<file path="config.mk">
export PLATFORM = sky130hd
export DESIGN_NAME = add_pipe_core
export DESIGN_NICKNAME = d
export VERILOG_FILES = /design/src/rtl/add_pipe_core.sv
export SDC_FILE = /design/constraint.sdc
export NUM_CORES = 1
export LEC_CHECK = 0
export BUFFER_PORTS_ARGS = -buffer_cell sky130_fd_sc_hd__buf_4
export CELL_PAD_IN_SITES_DETAIL_PLACEMENT = 2
export CELL_PAD_IN_SITES_GLOBAL_PLACEMENT = 2
export CORE_UTILIZATION = 33
export CTS_BUF_LIST = sky130_fd_sc_hd__clkbuf_8
export CTS_CLUSTER_SIZE = 30
export DETAILED_ROUTE_END_ITERATION = 16
export PLACE_DENSITY = 0.92
export SLEW_MARGIN = 20
export SYNTH_ARGS = -nofsm -noshare
export SYNTH_HDL_FRONTEND = slang
export SYNTH_SLANG_ARGS = --single-unit
export TNS_END_PERCENT = 20
</file>
<file path="constraint.sdc">
create_clock -name clk -period 1.7 [get_ports clk]
set_input_delay 0.34 -clock clk [delete_from_list [all_inputs] [get_ports clk]]
set_output_delay 0.34 -clock clk [all_outputs]
set_load 0.03 [all_outputs]
</file>
<file path="src/rtl/add_pipe_core.sv">
// rtl/add_pipe_core.sv - elastic pipelined adder with optional wrap/saturate result
// Optional overflow counter port ovf_count is built when ADD_PIPE_OVF_CNT_EN is defined.
module add_pipe_core #(
  parameter int DATA_WIDTH = 8,
  parameter int STAGES     = 2,
  parameter int SAT_MODE   = 0
) (
  input  logic                  clk,
  input  logic                  rst_n,
  input  logic                  in_valid,
  output logic                  in_ready,
  input  logic [DATA_WIDTH-1:0] in_a,
  input  logic [DATA_WIDTH-1:0] in_b,
  input  logic                  in_cin,
  output logic                  out_valid,
  input  logic                  out_ready,
  output logic [DATA_WIDTH-1:0] out_sum,
`ifdef ADD_PIPE_OVF_CNT_EN
  output logic                  out_ovf,
  output logic [15:0]           ovf_count
`else
  output logic                  out_ovf
`endif
);

  logic [DATA_WIDTH:0]   raw_sum;
  logic [DATA_WIDTH-1:0] res_sum;
  logic [STAGES-1:0]     vld;
  logic [STAGES-1:0]     load;
  logic [STAGES-1:0]     ovf_q;
  logic [DATA_WIDTH-1:0] sum_q [STAGES];

  assign raw_sum = {1'b0, in_a} + {1'b0, in_b} + {{DATA_WIDTH{1'b0}}, in_cin};

  always_comb begin
    res_sum = raw_sum[DATA_WIDTH-1:0];
    if ((SAT_MODE != 0) && raw_sum[DATA_WIDTH]) begin
      res_sum = '1;
    end
  end

  // A stage may load if any stage at or after it has a hole, or the output drains;
  // written without chaining so bubbles collapse in a single cycle.
  for (genvar k = 0; k < STAGES; k++) begin : g_load
    assign load[k] = out_ready || !(&vld[STAGES-1:k]);
  end

  assign in_ready = load[0];

  always_ff @(posedge clk or negedge rst_n) begin
    if (!rst_n) begin
      vld   <= '0;
      ovf_q <= '0;
      for (int k = 0; k < STAGES; k++) begin
        sum_q[k] <= '0;
      end
    end else begin
      if (load[0]) begin
        vld[0] <= in_valid;
        if (in_valid) begin
          sum_q[0] <= res_sum;
          ovf_q[0] <= raw_sum[DATA_WIDTH];
        end
      end
      for (int k = 1; k < STAGES; k++) begin
        if (load[k]) begin
          vld[k] <= vld[k-1];
          if (vld[k-1]) begin
            sum_q[k] <= sum_q[k-1];
            ovf_q[k] <= ovf_q[k-1];
          end
        end
      end
    end
  end

  assign out_valid = vld[STAGES-1];
  assign out_sum   = sum_q[STAGES-1];
  assign out_ovf   = ovf_q[STAGES-1];

`ifdef ADD_PIPE_OVF_CNT_EN
  always_ff @(posedge clk or negedge rst_n) begin
    if (!rst_n) begin
      ovf_count <= '0;
    end else if (out_valid && out_ready && out_ovf && (ovf_count != 16'hFFFF)) begin
      ovf_count <= ovf_count + 16'd1;
    end
  end
`endif

endmodule

</file>
==> metrics.cfg <==
[run_status]
status = complete, but fails checks
violations = setup timing

[drt]
ant_nets = 0
drt_wl_total_um = 3061
vias_per_cell = 5.124
vias = 953
first_pass_iters = 4
drc_errors = 0
initialDrtViolationCount = 41
avgRoutedWirePerCell_um = 16.46

[logic_synthesis]
syn_nets = 135
yosysWarnings = 0
ys_types = 35
synth_top_area_cell = dfrtp_1
ys_ff_latch = 20
synth-edff-count = 0
yosys.cell_count.top_type = dfrtp_1
synth_area_um2 = 1145
syn_area_per_cell_um2 = 10.90
ys.flop_type = dfrtp_1
yosys-top-cells-count = dfrtp_1, nand2_1, buf_4, mux2_2, ha_1
synth_seq_area_share_pct = 43.72
synth_top_area_share_pct = 43.72
async_flop_share_pct = 100.0
yosys-top-cells-area = dfrtp_1, mux2_2, ha_1, buf_4, nand2_1
synthCells = 105

[power_and_ir_drop]
peakVddDrop_mv = 0.3624
power_density_nw_per_um2 = 1077
fin_total_pwr_w = 0.001662
p_leak_nw = 0.7167

[critical_path]
reg2reg_depth = 4
worstPathRequired_ns = 1.84
crit_path_end_kind = flop
r2r_start = vld[1]
arrival_ns = 1.95
crit_type = in2reg
r2r-end = sum_q[13]
critPathLaunchType = input pin
cp_max_fo = 3
worstSetupEndpoint = sum_q[14]
startpoint = in_cin
rrSetupSlack_ns = 0.22

[finish]
area_growth_pct = 34.75
multi_input_area_um2 = 608.1
fin_area_um2 = 1543
seq_area_um2 = 500.5
nets = 171
drive_gt1_share_pct = 44.29
num_antenna_cells = 0
final_util_pct = 46.23
num-fill-cells = 354

[grt]
grt_usage_pct = 17.89
grt_pass1_vias = 1053
grt_pass1_wl_um = 4933
antenna_found_initial = 0
overflow = 0
grt_max_degree = 21

[sta]
relSlewSlack_pct = 70.74
setup_viol = 2
holdWs_ns = 0.3350
rsz0062_at_grt = yes
hold_viol = 0
slew_violations = 0
setup_ws_ns = -0.1032
fin_crit_sh_pct = 106.1
worst_pin_slew_ns = 0.4378
fin_worst_skew_ns = 0.001760
fin_crit_ns = 1.803
fmax_ghz = 0.5546

[floorplanning]
io_pins = 32
dieArea_um2 = 3709
core_um2 = 3337
die_h_um = 60.90
rows = 21
start_util_pct = 34.31
die-width_um = 60.90

[placement]
port_buffers = 31
pre_cts_ws_ns = -0.4714
place_area_um2 = 1433
gp_congestion = 0.8749
dp_hpwl_um = 2351

[clocking]
htree_levels = 1
insertion_delay_ns = 0.25
clk_pin_slew_ns = 0.07
clock-sinks = 20
clk_path_buf_depth = 2
cts_tree = yes
cts_buffers = 3
cts-root-buf = clkbuf_8

[run]
drv_cap = 0

[worst_hold_path]
hold_class = in2reg

-- logic make-up after synthesis --
kind of cell	count (synthesis)	share of synthesized area, %
buf+inv	12	6.885
xor+xnor	1	0.7652
compound gates	25	16.07
mux	9	8.853
fa+ha+maj	9	11.15
flops	20	43.72
simple gates	29	12.57
-- sequential cells by signal (all words and copies together), names as in the netlist --
| name | flops |
|---|---|
| ovf_q | 2 |
| vld | 2 |
| out_sum | 8 |
| sum_q | 8 |
-- worst min-delay path by stage --
stage,start,to,slack [ns],cells past startpoint
4_1_cts,in_valid,vld[0],0.34,2
3_5_place_dp,rst_n,out_sum[7],0.23,1
6_report,in_valid,vld[0],0.33,2
3_3_place_gp,rst_n,vld[1],0.23,1
2_1_floorplan,rst_n,out_sum[0],0.04,0
5_1_grt,in_valid,vld[0],0.34,2
-- layout by cell type, fill, tap and decap left out, types with 4 or more instances in the layout --
cell type	count
mux2_2	9
dfrtp_1	20
buf_4	39
ha_1	7
clkbuf_8	4
nand2_1	15
nand2b_1	4
-- per-stage QoR --
step / instances / TNS [ns]
2_1_floorplan: 105 / -0.3968
3_5_place_dp: 180 / -2.049
5_1_grt: 186 / -0.3328
3_3_place_gp: 180 / -1.487
4_1_cts: 186 / -0.1808
6_report: 186 / -0.1469
-- layer usage --
metal,global-route usage (%),vias to the layer above,routed length [um]
met5,0,-,0
met4,4.870,0,40
met3,1.493,4,100
met2,33.28,26,1634
met1,22.03,482,1285
li1,-,441,-
-- layout make-up --
| type | instances | share of cell area (%) |
|---|---|---|
| inverters | 2 | 0.4866 |
| flip-flops and latches | 20 | 32.44 |
| multi-input cells | 73 | 39.42 |
| repair buffers | 41 | 20.36 |
| clock buffers | 4 | 3.569 |
| well taps | 46 | 3.731 |
-- where the power goes --
group          switching (W)  internal, W
logic               0.000352     0.000292
clock network       0.000152     0.000206
registers          0.0000693     0.000591
-- critical path, stage by stage --
cell and delay (ns):
buf_6 0.09, fa_2 0.39, fa_2 0.38, a21oi_4 0.19, o211ai_1 0.10, a211o_1 0.27, a31o_1 0.18
-- what timing repair did --
| item | 4_1_cts | 5_1_grt |
|---|---|---|
| endpoints found under the setup margin | 4 | 4 |
| hold buffers | 1 | 0 |
| setup buffers | 1 | 0 |
| pin swaps | 6 | 1 |
| hold endpoints to repair | 20 | 0 |
| gates resized for setup | 5 | 3 |
No activity file was read; power rests on OpenSTA's default activity.
